## src/rtl/posl_adder_stream_ctrl.sv

```systemverilog
// ============================================================================
// posl_adder_stream_ctrl
//
// Sequential wrapper around an external ripple-carry adder. Operands arrive
// D bits per beat (little-endian, beat k = bits [k*D+D-1:k*D]) on a
// valid/ready stream. Once W bits of both operands have been collected they
// are held on add_a/add_b/add_cin for SETTLE_CYC cycles. Then add_s/add_cout
// are captured and streamed back out D bits per beat. The block is
// half-duplex: LOAD -> SETTLE -> UNLOAD -> LOAD.
//
// Optional feature macro: POSL_ADDER_OVF_EN adds out_ovf, the two's-complement
// signed-overflow flag of the captured sum. It is valid on the last beat only.
//
// Ports:
//   clk, rst_n            clock, asynchronous active-low reset
//   in_valid/in_ready     input stream handshake
//   in_a, in_b [D]        operand words
//   in_cin                carry-in, sampled with the first beat only
//   add_a, add_b [W]      operands driven to the external adder
//   add_cin               carry-in driven to the external adder
//   add_s [W], add_cout   sum and carry returned by the external adder
//   out_valid/out_ready   output stream handshake
//   out_s [D]             sum word
//   out_cout              carry-out; nonzero only on the last beat
//   out_last              marks the final result beat
//   out_ovf               (POSL_ADDER_OVF_EN only) signed overflow, last beat
//
// W must be an integer multiple of D. SETTLE_CYC must be at least 1.
// ============================================================================
module posl_adder_stream_ctrl #(
   parameter int W          = 128,
   parameter int D          = 32,
   parameter int SETTLE_CYC = 4
) (
   input  logic         clk,
   input  logic         rst_n,
   input  logic         in_valid,
   output logic         in_ready,
   input  logic [D-1:0] in_a,
   input  logic [D-1:0] in_b,
   input  logic         in_cin,
   output logic [W-1:0] add_a,
   output logic [W-1:0] add_b,
   output logic         add_cin,
   input  logic [W-1:0] add_s,
   input  logic         add_cout,
   output logic         out_valid,
   input  logic         out_ready,
   output logic [D-1:0] out_s,
   output logic         out_cout,
`ifdef POSL_ADDER_OVF_EN
   output logic         out_ovf,
`endif
   output logic         out_last
);

   localparam int N  = W / D;
   localparam int CW = (N > 1) ? $clog2(N) : 1;
   localparam int SW = (SETTLE_CYC > 1) ? $clog2(SETTLE_CYC) : 1;

   typedef enum logic [1:0] {
      ST_LOAD   = 2'd0,
      ST_SETTLE = 2'd1,
      ST_UNLOAD = 2'd2
   } state_t;

   state_t          state_reg;
   logic [CW-1:0]   beat_reg;
   logic [SW-1:0]   settle_reg;
   logic [W-1:0]    a_reg;
   logic [W-1:0]    b_reg;
   logic            cin_reg;
   logic [W-1:0]    res_reg;
   logic            cout_reg;

   logic            in_ready_reg;
   logic            out_valid_reg;
   logic [D-1:0]    out_s_reg;
   logic            out_last_reg;
   logic            out_cout_reg;
`ifdef POSL_ADDER_OVF_EN
   logic            ovf_reg;
   logic            out_ovf_reg;
   logic            ovf_next;
`endif

   logic            beat_last;
   logic            settle_last;
   logic [CW-1:0]   beat_inc;
   logic            inc_is_last;

   assign beat_last   = (beat_reg == CW'(N - 1));
   assign settle_last = (settle_reg == SW'(SETTLE_CYC - 1));
   assign beat_inc    = beat_reg + CW'(1);
   assign inc_is_last = (beat_inc == CW'(N - 1));

`ifdef POSL_ADDER_OVF_EN
   // Same-sign operands producing a sum of the opposite sign.
   assign ovf_next = (a_reg[W-1] == b_reg[W-1]) && (add_s[W-1] != a_reg[W-1]);
`endif

   // The operand registers drive the adder directly, so partially loaded
   // values are visible during LOAD. Nothing is captured then, so this is
   // harmless.
   assign add_a   = a_reg;
   assign add_b   = b_reg;
   assign add_cin = cin_reg;

   assign in_ready  = in_ready_reg;
   assign out_valid = out_valid_reg;
   assign out_s     = out_s_reg;
   assign out_last  = out_last_reg;
   assign out_cout  = out_cout_reg;
`ifdef POSL_ADDER_OVF_EN
   assign out_ovf   = out_ovf_reg;
`endif

   // All stream outputs are registered. They are loaded one step ahead with
   // the value belonging to the beat that the next state will present.
   always_ff @(posedge clk or negedge rst_n) begin
      if (!rst_n) begin
         state_reg     <= ST_LOAD;
         beat_reg      <= '0;
         settle_reg    <= '0;
         a_reg         <= '0;
         b_reg         <= '0;
         cin_reg       <= 1'b0;
         res_reg       <= '0;
         cout_reg      <= 1'b0;
         in_ready_reg  <= 1'b1;
         out_valid_reg <= 1'b0;
         out_s_reg     <= '0;
         out_last_reg  <= 1'b0;
         out_cout_reg  <= 1'b0;
`ifdef POSL_ADDER_OVF_EN
         ovf_reg       <= 1'b0;
         out_ovf_reg   <= 1'b0;
`endif
      end else begin
         case (state_reg)
            ST_LOAD: begin
               // in_ready is 1 throughout LOAD, so in_valid alone marks a handshake.
               if (in_valid) begin
                  a_reg[int'(beat_reg)*D +: D] <= in_a;
                  b_reg[int'(beat_reg)*D +: D] <= in_b;
                  if (beat_reg == '0) begin
                     cin_reg <= in_cin;
                  end
                  if (beat_last) begin
                     beat_reg     <= '0;
                     settle_reg   <= '0;
                     in_ready_reg <= 1'b0;
                     state_reg    <= ST_SETTLE;
                  end else begin
                     beat_reg <= beat_inc;
                  end
               end
            end

            ST_SETTLE: begin
               if (settle_last) begin
                  // The adder output is taken as-is, with no logic in between.
                  res_reg       <= add_s;
                  cout_reg      <= add_cout;
                  settle_reg    <= '0;
                  out_valid_reg <= 1'b1;
                  out_s_reg     <= add_s[D-1:0];
                  out_last_reg  <= (N == 1);
                  out_cout_reg  <= (N == 1) ? add_cout : 1'b0;
`ifdef POSL_ADDER_OVF_EN
                  ovf_reg       <= ovf_next;
                  out_ovf_reg   <= (N == 1) ? ovf_next : 1'b0;
`endif
                  state_reg     <= ST_UNLOAD;
               end else begin
                  settle_reg <= settle_reg + SW'(1);
               end
            end

            ST_UNLOAD: begin
               // Without out_ready every output register simply holds.
               if (out_ready) begin
                  if (beat_last) begin
                     beat_reg      <= '0;
                     out_valid_reg <= 1'b0;
                     out_s_reg     <= '0;
                     out_last_reg  <= 1'b0;
                     out_cout_reg  <= 1'b0;
`ifdef POSL_ADDER_OVF_EN
                     out_ovf_reg   <= 1'b0;
`endif
                     in_ready_reg  <= 1'b1;
                     state_reg     <= ST_LOAD;
                  end else begin
                     beat_reg     <= beat_inc;
                     out_s_reg    <= res_reg[int'(beat_inc)*D +: D];
                     out_last_reg <= inc_is_last;
                     out_cout_reg <= inc_is_last ? cout_reg : 1'b0;
`ifdef POSL_ADDER_OVF_EN
                     out_ovf_reg  <= inc_is_last ? ovf_reg : 1'b0;
`endif
                  end
               end
            end

            default: begin
               state_reg     <= ST_LOAD;
               beat_reg      <= '0;
               in_ready_reg  <= 1'b1;
               out_valid_reg <= 1'b0;
            end
         endcase
      end
   end

endmodule

```

## config.mk

```make
export PLATFORM = sky130hd
export DESIGN_NAME = posl_adder_stream_ctrl
export DESIGN_NICKNAME = d
export VERILOG_FILES = /design/src/rtl/posl_adder_stream_ctrl.sv
export SDC_FILE = /design/constraint.sdc
export NUM_CORES = 1
export LEC_CHECK = 0
export ABC_AREA = 1
export BUFFER_PORTS_ARGS = -buffer_cell sky130_fd_sc_hd__buf_2
export CAP_MARGIN = 5
export CORE_ASPECT_RATIO = 1.1
export CORE_UTILIZATION = 28
export DETAILED_ROUTE_END_ITERATION = 10
export GPL_TIMING_DRIVEN = 0
export PLACE_DENSITY = 0.53
export SLEW_MARGIN = 20
export SYNTH_ARGS = -nofsm -noshare
export SYNTH_HDL_FRONTEND = slang
export SYNTH_SLANG_ARGS = --single-unit
```

## constraint.sdc

```tcl
create_clock -name clk -period 3 [get_ports clk]
set_clock_uncertainty 0.1 [all_clocks]
set_input_delay 0.6 -clock clk [delete_from_list [all_inputs] [get_ports clk]]
set_output_delay 0.6 -clock clk [all_outputs]
set_load 0.005 [all_outputs]
```

==> key figures <==
Floorplanning
  – Die outline width: 252 um
  – Site Rows: 100
  – Initial standard-cell utilization of the core: 28.4%
  – Placeable Area: 67,800 um2
  – Top-level I/O count: 491
  – Total die area: 69,900 um2
  – Height of the die: 277 um

STA
  – Smallest setup slack after layout: 181 ps
  – RSZ-0062 raised after global routing: no
  – Slew of the pin with the lowest slew margin: 812 ps
  – Minimum clock period: 2820 ps
  – Final hold slack: 141 ps
  – Final setup violation count: 0
  – Final Hold Violating Endpoints: 0
  – Maximum frequency from static timing analysis: 355 MHz
  – Ratio of final minimum period to clock period: 94.0%
  – Final max-slew violation count: 0
  – Relative slew margins: 45.9%
  – Final TNS setup: 0 ps

Setup path
  – Arr. time, crit path: 3240 ps
  – Critical path required time: 3420 ps
  – Crit-path max FO: 13
  – Setup crit start kind: flip-flop
  – Kind of capture point of the worst setup path: flip-flop
  – Worst Setup Path Type: flip-flop to flip-flop

Global routing
  – Number of global-route vias before repair: 18,455
  – Maximum number of pins on one net before global-route repair: 95
  – First-pass GRT wire length: 117,000 um
  – Overall global routing resource usage: 22.1%
  – Leftover overflow at the end of global routing: 0
  – Initial antenna violation count: 20

Finish
  – Sequential Area: 10,700 um2
  – Area taken by multi-input logic gates: 6870 um2
  – Area overhead of the layout relative to synthesis: 28.5%
  – Most common library cell in the layout ignoring fill and taps: buf_2
  – Post-layout util: 36.5%
  – Area of all placed cells without fillers: 24,800 um2
  – Fraction of layout cells with a size suffix above 1: 24.2%
  – Most frequent cells in the layout: 578 x buf_2, 577 x nand2_1, 426 x dfrtp_1
  – FILL cells: 7,348
  – Non-filler instance count after layout: 3,876
  – Layout net count: 3,125

Drt
  – Count of TritonRoute iterations in the first routing pass: 5
  – Number of DRC markers in iteration 0: 1,045
  – Number of vias after detailed routing: 18,041
  – Remaining DRCs: 0
  – Average routed wire per standard cell: 20.0 um
  – Via density per instance: 4.65
  – Remaining antenna violation count: 0
  – Post-Route WL: 77,700 um

Synthesis
  – Fraction of synthesized cell area in xor and xnor cells: 0%
  – Synth Cell Area: 19,300 um2
  – Dominant register cell in the synthesized netlist: dfrtp_1
  – Synthesized net count: 2,573
  – Portion of the post-synthesis area used by sequential elements: 55.6%
  – Simple logic cell fraction of the synthesized area: 23.7%
  – Cells after Synth: 2,367
  – Number of synthesized register bits: 428
  – Portion of netlist area occupied by mux cells: 0.0585%
  – Dominant combinational cell family by area after synthesis: simple AND/OR/NAND/NOR gates
  – Warning count from the yosys run: 0
  – Async S/R FF share, synth: 100%
  – Average cell area after synthesis: 8.14 um2
  – Post-synthesis adder-cell area fraction: 0.520%
  – Number of enable flip-flop cells after synthesis: 0
  – Synthesized-area fraction occupied by ao, oa, aoi and oai cells: 11.2%
  – Number of different library cells in the post-synthesis netlist: 25

Placed design
  – Placer's final routability congestion estimate: 0.864
  – HPWL after detailed placement: 59,000 um
  – Dpl ws: -838 ps
  – IO Port Bufs: 490
  – Total placed instance area: 23,000 um2
  – Cell total after placement: 3,779

Clock tree
  – Worst-skew pair later-pin latency: 580 ps
  – Inserted Clock Buffers: 50
  – Buffer depth of the longest clock path: 3
  – CTS H-tree lvls: 2
  – Root buffer selected by CTS: clkbuf_16
  – TritonCTS clock tree: built
  – Clock tree sinks: 428
  – Clock-pin transition on the worst setup and hold timing paths: 60 ps

Hold path
  – Hold crit path type: input port to flip-flop

Pwr
  – Overall Power: 27.3 mW
  – Peak supply drop: 0.429 mV
  – Leakage component of the power: 14.0 nW
  – Pwr Density: 1100 nW/um2

Outcome
  – Result of the run: finished, final reports clean

Job
  – Reported max-cap violation count: 0
## layer usage
metal | GRT usage, % | part of all wire (%) | up-vias
met4 | 6.51 | 2.9 | 26
met5 | 0 | 0.22 | -
li1 | - | - | 8676
met2 | 38.8 | 50 | 573
met1 | 25.8 | 40 | 8625
met3 | 6.52 | 7.7 | 141
## logic make-up (layout without fill, tap and decap cells)
family / after synthesis / count (layout)
AND/OR/NAND/NOR: 1089 / 1089
multiplexers: 1 / 1
flip-flops: 428 / 428
adder cells (fa/ha/maj): 8 / 8
AO/OA/AOI/OAI: 430 / 430
other: 0 / 4
buffers and inverters: 411 / 998
## power breakdown
group	switching (mW)	total [mW]	leakage [nW]	internal [mW]
combinational	7.77	11.7	7.75	3.92
sequential	1.16	9.49	5.49	8.32
clock	2.57	6.12	0.773	3.55
## worst paths after layout
check                             from  slack (ps)         to  cells after the start
setup / recovery           beat_reg[0]         180  add_a[68]                     13
hold / removal                add_cout         140   cout_reg                      2
setup reg to reg           beat_reg[0]         180  add_a[68]                     13
hold reg to reg               in_ready         370   in_ready                      2
max in group asynchronous        rst_n         860  add_a[87]                      4
min in group asynchronous        rst_n         540  add_b[19]                      2
## area by class of cell
class                           count  area share [%]
Tap cell                          918            4.64
Clock buffer                       79            5.98
Sequential cell                   428            43.3
Timing Repair Buffer              501            10.7
Buffer                            172            3.53
Antenna cell                        4          0.0404
Clock inverter                      8           0.475
Inverter                          238            3.62
Multi-Input combinational cell   1528            27.7
## synthesized netlist by cell type, types with 5 or more instances
| library cell | number | area (um2) |
|---|---|---|
| buf_4 | 12 | 90.1 |
| o21ai_1 | 102 | 510 |
| clkbuf_1 | 59 | 221 |
| buf_2 | 92 | 460 |
| dfrtp_1 | 427 | 10700 |
| ha_1 | 8 | 100 |
| nand3_1 | 321 | 1610 |
| inv_1 | 233 | 875 |
| nor2_2 | 5 | 31.3 |
| o21ai_0 | 167 | 836 |
| nand2_1 | 577 | 2170 |
| inv_2 | 5 | 18.8 |
| a21oi_1 | 161 | 806 |
| buf_1 | 8 | 30.0 |
| nor2_1 | 174 | 653 |
## repair_timing
item | CTS | global route
hold buffers | 1 | 0
gates cloned | 0 | 0
hold endpoints to repair | 85 | 0
pin swaps | 1 | 1
setup buffers | 4 | 2
endpoints found under the setup margin | 235 | 181
resized for setup | 22 | 16
## worst max-delay path, cell delays in order, from the launching register on
cell     delay (ps)
dfrtp_2         440
buf_8           160
inv_1            80
buf_2           270
buf_6           240
ha_1            180
buf_6           190
nand2_1         140
nor3_4          310
buf_8           200
buf_2           190
buf_4           120
nand3_1          60
nand2_1          70
(Power assumes the default switching activity.)
